===== config.mk =====
export PLATFORM = sky130hd
export DESIGN_NAME = decode_stage_flat
export DESIGN_NICKNAME = d
export VERILOG_FILES = /design/src/rtl/decode_stage_if.sv /design/src/rtl/decode_stage.sv /design/src/flat_wrapper.sv
export SDC_FILE = /design/constraint.sdc
export NUM_CORES = 1
export LEC_CHECK = 0
export ABC_AREA = 1
export BUFFER_PORTS_ARGS = -buffer_cell sky130_fd_sc_hd__buf_2
export CORE_MARGIN = 8
export CORE_UTILIZATION = 53
export CTS_CLUSTER_DIAMETER = 100
export CTS_CLUSTER_SIZE = 40
export DETAILED_ROUTE_END_ITERATION = 12
export MAX_ROUTING_LAYER = met4
export PLACE_DENSITY_LB_ADDON = 0.3
export SLEW_MARGIN = 15
export SYNTH_ARGS = -nofsm -noshare
export SYNTH_HDL_FRONTEND = slang
export SYNTH_SLANG_ARGS = --single-unit

===== constraint.sdc =====
create_clock -name i_clk -period 7.6 [get_ports i_clk]
set_input_delay 1.52 -clock i_clk [delete_from_list [all_inputs] [get_ports i_clk]]
set_output_delay 1.52 -clock i_clk [all_outputs]
set_load 0.01 [all_outputs]

===== src/rtl/decode_stage_if.sv =====
// Signal bundle between the IF/ID register, execute stage, write-back and the decode stage.
// The master drives the instruction, EX-hazard and write-back inputs; the slave is the decode stage.
interface decode_stage_if #(
  parameter int DATA_W     = 16,
  parameter int REG_ADDR_W = 3,
  parameter int IMM_W      = 6,
  parameter int FUNCT_W    = 3
);
  logic                  in_valid;
  logic [REG_ADDR_W-1:0] rs;
  logic [REG_ADDR_W-1:0] rt;
  logic [REG_ADDR_W-1:0] rd;
  logic [FUNCT_W-1:0]    funct;
  logic [IMM_W-1:0]      imm;
  logic                  ext_zero;
  logic                  reg_dst;
  logic                  uses_rt;
  logic                  mem_read_in;
  logic                  flush;
  logic                  ex_valid;
  logic                  ex_mem_read;
  logic [REG_ADDR_W-1:0] ex_dest;
  logic                  wb_we;
  logic [REG_ADDR_W-1:0] wb_addr;
  logic [DATA_W-1:0]     wb_data;

  logic                  stall;
  logic                  out_valid;
  logic [DATA_W-1:0]     out_rs_data;
  logic [DATA_W-1:0]     out_rt_data;
  logic [DATA_W-1:0]     out_imm;
  logic [REG_ADDR_W-1:0] out_rs;
  logic [REG_ADDR_W-1:0] out_rt;
  logic [REG_ADDR_W-1:0] out_dest;
  logic [FUNCT_W-1:0]    out_funct;
  logic                  out_mem_read;

  modport master (
    output in_valid, rs, rt, rd, funct, imm, ext_zero, reg_dst, uses_rt, mem_read_in, flush,
    output ex_valid, ex_mem_read, ex_dest, wb_we, wb_addr, wb_data,
    input  stall, out_valid, out_rs_data, out_rt_data, out_imm, out_rs, out_rt, out_dest,
    input  out_funct, out_mem_read
  );

  modport slave (
    input  in_valid, rs, rt, rd, funct, imm, ext_zero, reg_dst, uses_rt, mem_read_in, flush,
    input  ex_valid, ex_mem_read, ex_dest, wb_we, wb_addr, wb_data,
    output stall, out_valid, out_rs_data, out_rt_data, out_imm, out_rs, out_rt, out_dest,
    output out_funct, out_mem_read
  );
endinterface


===== src/rtl/decode_stage.sv =====
// Instruction-decode stage: register bank with write-through bypass, immediate extension,
// load-use stall generation and the registered ID/EX boundary.
module decode_stage #(
  parameter int DATA_W     = 16,
  parameter int REG_ADDR_W = 3,
  parameter int IMM_W      = 6,
  parameter int FUNCT_W    = 3,
  parameter int ZERO_REG   = 1
) (
  input logic          i_clk,
  input logic          i_rst,
  decode_stage_if.slave bus
);
  localparam int NUM_REGS = 2**REG_ADDR_W;
  localparam bit ZR       = (ZERO_REG != 0);

  logic [DATA_W-1:0]     r_regs [NUM_REGS];
  logic                  w_wb_ok;
  logic                  w_dest_nz;
  logic                  w_hazard;
  logic                  w_stall;
  logic [DATA_W-1:0]     w_rs_data;
  logic [DATA_W-1:0]     w_rt_data;
  logic [DATA_W-1:0]     w_imm;
  logic [REG_ADDR_W-1:0] w_dest;

  logic                  r_out_valid;
  logic [DATA_W-1:0]     r_out_rs_data;
  logic [DATA_W-1:0]     r_out_rt_data;
  logic [DATA_W-1:0]     r_out_imm;
  logic [REG_ADDR_W-1:0] r_out_rs;
  logic [REG_ADDR_W-1:0] r_out_rt;
  logic [REG_ADDR_W-1:0] r_out_dest;
  logic [FUNCT_W-1:0]    r_out_funct;
  logic                  r_out_mem_read;

  // A write to the hard-wired zero register is dropped, so it must not bypass either.
  assign w_wb_ok = bus.wb_we & ~(ZR & (bus.wb_addr == '0));

  always_ff @(posedge i_clk or posedge i_rst) begin
    if (i_rst) begin
      for (int i = 0; i < NUM_REGS; i++) r_regs[i] <= '0;
    end else if (w_wb_ok) begin
      r_regs[bus.wb_addr] <= bus.wb_data;
    end
  end

  always_comb begin
    w_rs_data = r_regs[bus.rs];
    if (w_wb_ok && (bus.wb_addr == bus.rs)) w_rs_data = bus.wb_data;
    if (ZR && (bus.rs == '0)) w_rs_data = '0;
    w_rt_data = r_regs[bus.rt];
    if (w_wb_ok && (bus.wb_addr == bus.rt)) w_rt_data = bus.wb_data;
    if (ZR && (bus.rt == '0)) w_rt_data = '0;
  end

  assign w_dest = bus.reg_dst ? bus.rd : bus.rt;
  assign w_imm  = bus.ext_zero ? {{(DATA_W-IMM_W){1'b0}}, bus.imm}
                               : {{(DATA_W-IMM_W){bus.imm[IMM_W-1]}}, bus.imm};

  assign w_dest_nz = ZR ? (bus.ex_dest != '0) : 1'b1;
  assign w_hazard  = bus.in_valid & bus.ex_valid & bus.ex_mem_read & w_dest_nz &
                     ((bus.ex_dest == bus.rs) | (bus.uses_rt & (bus.ex_dest == bus.rt)));
  // Reset gates the stall so the front end is released the moment reset asserts.
  assign w_stall   = w_hazard & ~bus.flush & ~i_rst;

  always_ff @(posedge i_clk or posedge i_rst) begin
    if (i_rst) begin
      r_out_valid    <= 1'b0;
      r_out_rs_data  <= '0;
      r_out_rt_data  <= '0;
      r_out_imm      <= '0;
      r_out_rs       <= '0;
      r_out_rt       <= '0;
      r_out_dest     <= '0;
      r_out_funct    <= '0;
      r_out_mem_read <= 1'b0;
    end else if (bus.flush || w_stall) begin
      r_out_valid <= 1'b0;
    end else begin
      r_out_valid    <= bus.in_valid;
      r_out_rs_data  <= w_rs_data;
      r_out_rt_data  <= w_rt_data;
      r_out_imm      <= w_imm;
      r_out_rs       <= bus.rs;
      r_out_rt       <= bus.rt;
      r_out_dest     <= w_dest;
      r_out_funct    <= bus.funct;
      r_out_mem_read <= bus.mem_read_in;
    end
  end

  assign bus.stall        = w_stall;
  assign bus.out_valid    = r_out_valid;
  assign bus.out_rs_data  = r_out_rs_data;
  assign bus.out_rt_data  = r_out_rt_data;
  assign bus.out_imm      = r_out_imm;
  assign bus.out_rs       = r_out_rs;
  assign bus.out_rt       = r_out_rt;
  assign bus.out_dest     = r_out_dest;
  assign bus.out_funct    = r_out_funct;
  assign bus.out_mem_read = r_out_mem_read;
endmodule

===== src/flat_wrapper.sv =====
// flat-port wrapper written by rule: the top's interface ports become plain ports
module decode_stage_flat 
#(
  parameter int DATA_W     = 16,
  parameter int REG_ADDR_W = 3,
  parameter int IMM_W      = 6,
  parameter int FUNCT_W    = 3,
  parameter int ZERO_REG   = 1
)
  (i_clk, i_rst, bus_in_valid, bus_rs, bus_rt, bus_rd, bus_funct, bus_imm, bus_ext_zero, bus_reg_dst, bus_uses_rt, bus_mem_read_in, bus_flush, bus_ex_valid, bus_ex_mem_read, bus_ex_dest, bus_wb_we, bus_wb_addr, bus_wb_data, bus_stall, bus_out_valid, bus_out_rs_data, bus_out_rt_data, bus_out_imm, bus_out_rs, bus_out_rt, bus_out_dest, bus_out_funct, bus_out_mem_read);
  decode_stage_if #(.DATA_W(DATA_W), .REG_ADDR_W(REG_ADDR_W), .IMM_W(IMM_W), .FUNCT_W(FUNCT_W)) bus_i ();
  input logic i_clk;
  input logic i_rst;
  input wire logic [$bits(bus_i.in_valid)-1:0] bus_in_valid;
  input wire logic [$bits(bus_i.rs)-1:0] bus_rs;
  input wire logic [$bits(bus_i.rt)-1:0] bus_rt;
  input wire logic [$bits(bus_i.rd)-1:0] bus_rd;
  input wire logic [$bits(bus_i.funct)-1:0] bus_funct;
  input wire logic [$bits(bus_i.imm)-1:0] bus_imm;
  input wire logic [$bits(bus_i.ext_zero)-1:0] bus_ext_zero;
  input wire logic [$bits(bus_i.reg_dst)-1:0] bus_reg_dst;
  input wire logic [$bits(bus_i.uses_rt)-1:0] bus_uses_rt;
  input wire logic [$bits(bus_i.mem_read_in)-1:0] bus_mem_read_in;
  input wire logic [$bits(bus_i.flush)-1:0] bus_flush;
  input wire logic [$bits(bus_i.ex_valid)-1:0] bus_ex_valid;
  input wire logic [$bits(bus_i.ex_mem_read)-1:0] bus_ex_mem_read;
  input wire logic [$bits(bus_i.ex_dest)-1:0] bus_ex_dest;
  input wire logic [$bits(bus_i.wb_we)-1:0] bus_wb_we;
  input wire logic [$bits(bus_i.wb_addr)-1:0] bus_wb_addr;
  input wire logic [$bits(bus_i.wb_data)-1:0] bus_wb_data;
  output wire logic [$bits(bus_i.stall)-1:0] bus_stall;
  output wire logic [$bits(bus_i.out_valid)-1:0] bus_out_valid;
  output wire logic [$bits(bus_i.out_rs_data)-1:0] bus_out_rs_data;
  output wire logic [$bits(bus_i.out_rt_data)-1:0] bus_out_rt_data;
  output wire logic [$bits(bus_i.out_imm)-1:0] bus_out_imm;
  output wire logic [$bits(bus_i.out_rs)-1:0] bus_out_rs;
  output wire logic [$bits(bus_i.out_rt)-1:0] bus_out_rt;
  output wire logic [$bits(bus_i.out_dest)-1:0] bus_out_dest;
  output wire logic [$bits(bus_i.out_funct)-1:0] bus_out_funct;
  output wire logic [$bits(bus_i.out_mem_read)-1:0] bus_out_mem_read;
  assign bus_i.in_valid = bus_in_valid;
  assign bus_i.rs = bus_rs;
  assign bus_i.rt = bus_rt;
  assign bus_i.rd = bus_rd;
  assign bus_i.funct = bus_funct;
  assign bus_i.imm = bus_imm;
  assign bus_i.ext_zero = bus_ext_zero;
  assign bus_i.reg_dst = bus_reg_dst;
  assign bus_i.uses_rt = bus_uses_rt;
  assign bus_i.mem_read_in = bus_mem_read_in;
  assign bus_i.flush = bus_flush;
  assign bus_i.ex_valid = bus_ex_valid;
  assign bus_i.ex_mem_read = bus_ex_mem_read;
  assign bus_i.ex_dest = bus_ex_dest;
  assign bus_i.wb_we = bus_wb_we;
  assign bus_i.wb_addr = bus_wb_addr;
  assign bus_i.wb_data = bus_wb_data;
  assign bus_stall = bus_i.stall;
  assign bus_out_valid = bus_i.out_valid;
  assign bus_out_rs_data = bus_i.out_rs_data;
  assign bus_out_rt_data = bus_i.out_rt_data;
  assign bus_out_imm = bus_i.out_imm;
  assign bus_out_rs = bus_i.out_rs;
  assign bus_out_rt = bus_i.out_rt;
  assign bus_out_dest = bus_i.out_dest;
  assign bus_out_funct = bus_i.out_funct;
  assign bus_out_mem_read = bus_i.out_mem_read;
  decode_stage #(.DATA_W(DATA_W), .REG_ADDR_W(REG_ADDR_W), .IMM_W(IMM_W), .FUNCT_W(FUNCT_W), .ZERO_REG(ZERO_REG)) u_core (.i_clk(i_clk), .i_rst(i_rst), .bus(bus_i));
endmodule

==> results of run 1 <==
-- per-stage QoR --
| step | worst slack (ns) | instance area (µm²) |
|---|---|---|
| global route | 2.70 | 10800 |
| detailed placement | 2.86 | 10200 |
| finish | 2.82 | 10800 |
| floorplan | 1.25 | 9790 |
| global placement | 2.85 | 10200 |
| CTS | 2.85 | 10800 |
-- registers in the layout (all words and copies together), names as in the netlist --
signal	count
u_core.bus.out_dest	3
u_core.bus.out_rt_data	16
u_core.bus.out_rt	3
u_core.bus.out_valid	1
u_core.bus.out_rs_data	16
u_core.bus.out_mem_read	1
u_core.r_regs	128
u_core.bus.out_imm	7
u_core.bus.out_funct	3
u_core.bus.out_rs	3
-- layout by cell type (no fill, tap or decap) --
| cell | Yosys | final |
|---|---|---|
| nor2_1 | 25 | 25 |
| buf_2 | 36 | 113 |
| o21ai_1 | 32 | 32 |
| buf_4 | 20 | 14 |
| clkinv_2 | 0 | 3 |
| a21oi_1 | 16 | 16 |
| nand3_2 | 2 | 2 |
| clkinv_4 | 0 | 3 |
| inv_6 | 0 | 1 |
| a21oi_4 | 1 | 1 |
| nand2_2 | 3 | 4 |
| xnor2_1 | 1 | 1 |
| dfrtp_1 | 181 | 181 |
| nand4_1 | 32 | 32 |
| nor3_4 | 0 | 1 |
| nand3_1 | 139 | 139 |
| nor3_1 | 1 | 1 |
| inv_4 | 2 | 2 |
| inv_2 | 6 | 6 |
| a21oi_2 | 1 | 1 |
| nor2_4 | 1 | 1 |
| nand2_1 | 684 | 683 |
| inv_1 | 26 | 25 |
| clkinv_1 | 1 | 1 |
| o21ai_0 | 104 | 104 |
| bufinv_16 | 0 | 4 |
| clkbuf_8 | 0 | 2 |
| nor3_2 | 2 | 1 |
| clkinvlp_4 | 0 | 2 |
| nand2_4 | 1 | 1 |
| nor2_8 | 1 | 1 |
| clkbuf_16 | 0 | 17 |
| nand3_4 | 2 | 2 |
| xnor2_4 | 2 | 2 |
-- worst paths after layout --
path                                    start  slack [ns]                   endpoint
hold / removal             u_core.r_regs[126]        0.40         u_core.r_regs[126]
max in group asynchronous               i_rst        4.99         u_core.r_regs[118]
setup / recovery                    bus_rs[1]        2.82                  bus_stall
hold reg to reg            u_core.r_regs[126]        0.40         u_core.r_regs[126]
setup reg to reg            u_core.r_regs[69]        6.36  u_core.bus.out_rs_data[5]
min in group asynchronous               i_rst        1.28       u_core.bus.out_rt[1]
-- cell type report --
class | count | area [µm²] | area share, %
inverters | 35 | 140 | 1.30
repair buffers | 127 | 671 | 6.20
clock inverters | 12 | 178 | 1.64
flip-flops and latches | 181 | 4530 | 41.9
clock buffers | 19 | 453 | 4.19
multi-input cells | 1050 | 4560 | 42.1
well taps | 229 | 287 | 2.65
-- worst max-delay path, cell delays in order --
cell     delay, ns
buf_2         0.68
inv_4         0.42
nand2_1       0.15
nand2_1       0.06
nand3_1       0.09
nand2_2       0.08
nand2_4       0.09
inv_1         0.04
buf_2         0.13
-- power breakdown --
part	internal, W	switching, W	total, W
logic	0.000194	0.000355	0.000549
registers	0.00111	0.000111	0.00123
clock network	0.000567	0.000386	0.000953
total	0.00187	0.000853	0.00273
-- metal layers --
| layer | GRT usage (%) | wire, µm | vias to the layer above |
|---|---|---|---|
| li1 | - | - | 4473 |
| met1 | 34.2 | 12500 | 4292 |
| met2 | 38.1 | 12700 | 525 |
| met3 | 5.98 | 2970 | 96 |
| met4 | 11.3 | 1120 | 0 |
| met5 | - | 0 | - |
-- cells by family after synthesis --
kind of cell	synth area share, %
AOI/OAI and AO/OA	8.03
xor gates and xnor gates	0.652
DFF	46.3
buffers and inverters	7.22
and+or+nand+nor	37.8
==> results.cfg, run 1 <==
[clock_tree]
clock_latency_ns = 0.44
cts_sinks = 181
cts.repair.resized = 0
postCtsSetupBuffers = 0
clock-root-buffer = clkbuf_16
cts_buffer_depth = 2
htreeDepth = 4
cts_tree = built
clk_pin_slew_ns = 0.06
cts_made_buffers = 17
hold_buffers = 0

[cells_and_area]
num_antenna_cells = 0
final_cells = 1653
nets = 1463
n_fill_cell = 1675
layout-drive-gt1-share_pct = 12.9
utilization_pct = 60.0
synthToLayoutAreaGrowth_pct = 10.5

[power_and_ir_drop]
p_per_area_mw_per_mm2 = 252
p_total_w = 0.00273
ir_drop_mv = 0.195
cellLeakagePower_nw = 5.63

[placement]
place_hpwl_mm = 17.6
placed_cells = 1622
gp_congestion = 0.885
portBuffers = 113

[timing]
fin_skew_ns = 0.00751
setup_viol = 0
min_period_over_period_pct = 62.9
relSlewSlack_pct = 29.9
fin_setup_tns_ns = 0
timing.fmax_ghz = 0.209
drv_slew = 0
hold_viol = 0
tightest_slew_ns = 1.05
rsz0062_at_grt = no
fin_crit_ns = 4.78
whs_ns = 0.404

[detailed_routing]
vias_per_cell = 5.68
drt_iter0_markers = 1102
post-route-drc-count = 0
ant_nets = 0
vias = 9386
drt-total-wl_mm = 29.3
wire_per_inst_um = 17.7
dr.pass1.iters = 6

[global_routing]
grt_pass1_wl_mm = 47.9
grt_start_max_net_pins = 70
first_global_vias = 8824
grt_usage_pct = 26.1
grt_overflow = 0
antenna_found_initial = 0

[logic_synthesis]
synthCells = 1380
yosysMostFrequentCell = nand2_1
syn_area_mm2 = 0.00978
yosys.area.top_type_share_pct = 46.3
syn_area_per_cell_um2 = 7.09
async_flop_share_pct = 100
yosysTopAreaCell = dfrtp_1
synth_flop_cell = dfrtp_1
synth-seq-area-share_pct = 46.3
yosysWarnings = 0
synth_area_leaders = dfrtp_1 (46%), nand2_1 (26%), nand3_1 (7.1%), o21ai_0 (5.3%), nand4_1 (2.0%)
synth_commonest_cells = nand2_1 (684), dfrtp_1 (181), nand3_1 (139), o21ai_0 (104), clkbuf_1 (50)
ys_types = 29
syn_nets = 1431
ys_ff_latch = 181
synth_edf_count = 0

[worst_setup_path]
reg2reg_depth = 8
crit_arrival_ns = 3.26
crit_required_ns = 6.08
cp-end-kind = output pin
cp-start-kind = primary input
criticalPathCategory = in2out
path_max_fanout = 36

[floorplan]
io_pins = 114
floorplan.initialDensity_pct = 54.3
die_w_um = 152
die_h_um = 152
core_mm2 = 0.0180
dieArea_mm2 = 0.0231
rows = 49

[outcome]
outcome = finished clean

[min_path]
hold_path_class = reg2reg
worstHoldPathCells = 0

[flow_run]
drv_cap = 0
Note: power is estimated with default switching activity, not from simulation.
==> run 2, diff against run 1 <==
- CORE_UTILIZATION: 53 -> 59
- clock period: 7.6 -> 4.9 ns (I/O delays scaled with it)
==> results.cfg, run 2 (same netlist as run 1, synthesis figures left out) <==
[global_routing]
grt_start_max_net_pins = 72
grt_usage_pct = 28.6
grt_overflow = 0
first_global_vias = 8867
grt_pass1_wl_mm = 45.2
antenna_found_initial = 0

[timing]
fin_skew_ns = 0.00945
fin_setup_tns_ns = 0
timing.fmax_ghz = 0.269
drv_slew = 0
setup_viol = 0
min_period_over_period_pct = 75.7
rsz0062_at_grt = no
tightest_slew_ns = 1.17
relSlewSlack_pct = 21.5
hold_viol = 0
whs_ns = 0.404
fin_crit_ns = 3.71

[worst_setup_path]
path_max_fanout = 36
cp-start-kind = primary input
crit_chain = buf_2 -> inv_4 -> nand2_1 -> nand2_1 -> nand3_1 -> nand2_2 -> nand2_4 -> inv_1 -> buf_2
reg2reg_depth = 8
cpMaxStageDelayCell = buf_2
path_buf_inv = 4
criticalPathCategory = in2out
crit_required_ns = 3.92
crit_arrival_ns = 2.73
crit_cells = 9
cp-end-kind = output pin
critPathMaxStageDelay_ns = 0.67
critPathTopFamily = buffers and inverters

[min_path]
worstHoldPathCells = 0
hold_path_class = reg2reg

[clock_tree]
cts.repair.resized = 0
postCtsSetupBuffers = 0
clock-root-buffer = clkbuf_16
clock_latency_ns = 0.44
clk_pin_slew_ns = 0.07
cts_sinks = 181
htreeDepth = 4
cts_buffer_depth = 2
hold_buffers = 0
cts_made_buffers = 17
cts_tree = built

[floorplan]
dieArea_mm2 = 0.0210
die_w_um = 145
rows = 47
die_h_um = 145
core_mm2 = 0.0164
io_pins = 114
floorplan.initialDensity_pct = 59.6

[detailed_routing]
dr.pass1.iters = 6
drt_iter0_markers = 1203
drt-total-wl_mm = 28.2
vias = 9367
ant_nets = 0
post-route-drc-count = 0
vias_per_cell = 5.70
wire_per_inst_um = 17.2

[flow_run]
drv_cap = 0

[cells_and_area]
top_register = u_core.r_regs
layout_common_cells = nand2_1 (682), dfrtp_1 (181), nand3_1 (139)
fin_area_mm2 = 0.0107
layout-drive-gt1-share_pct = 12.8
synthToLayoutAreaGrowth_pct = 9.64
layout_commonest_cell = nand2_1
nets = 1459
largest_register_ffs = 128

[placement]
portBuffers = 113
gp_congestion = 0.883
place_hpwl_mm = 17.2
dpl_cell_area_mm2 = 0.0101

[power_and_ir_drop]
cellLeakagePower_nw = 5.57
p_per_area_mw_per_mm2 = 382
ir_drop_mv = 0.285

[outcome]
outcome = finished clean
run 2: path summary, 6_finish.rpt:
kind	slack (ns)	startpoint	to
worst min-delay path	0.40	u_core.r_regs[121]	u_core.r_regs[121]
min in group asynchronous	0.80	i_rst	u_core.bus.out_rt[0]
max in group asynchronous	2.73	i_rst	u_core.r_regs[118]
worst min register to register	0.40	u_core.r_regs[121]	u_core.r_regs[121]
worst max register to register	3.67	u_core.r_regs[0]	u_core.bus.out_rs_data[0]
worst max-delay path	1.19	bus_rs[1]	bus_stall
run 2: cell type report:
type / instances / area (µm²)
repair buffers: 123 / 641
clock inverters: 15 / 155
fillers: 1457 / 5680
inverters: 35 / 140
flip-flops and latches: 181 / 4530
well taps: 220 / 275
diodes: 1 / 2.50
clock buffers: 17 / 425
multi-input cells: 1050 / 4560
run 2: per-layer routing:
layer / track usage, % / vias to the layer above / wire (µm)
met1: 34.5 / 4325 / 11100
li1: - / 4465 / -
met2: 45.5 / 489 / 13300
met4: 15.5 / 0 / 1250
met3: 4.59 / 88 / 2530
met5: - / - / 0
run 2: power breakdown:
part | internal [W] | switching (W) | total (W)
Combinational | 0.000299 | 0.000534 | 0.000833
Clock | 0.000751 | 0.000606 | 0.00136
Sequential | 0.00173 | 0.000175 | 0.00190
run 2: per-stage QoR:
stage | total power, W | setup WS (ns) | utilization, % | instances
3_5_place_dp | 0.00275 | 1.26 | 61.8 | 1609
2_1_floorplan | 0.00249 | -0.338 | - | 1380
3_3_place_gp | 0.00272 | 1.25 | 61.8 | 1609
4_1_cts | 0.00409 | 1.25 | 65.3 | 1641
5_1_grt | 0.00431 | 1.10 | 65.4 | 1641
6_report | 0.00409 | 1.19 | 65.4 | 1642
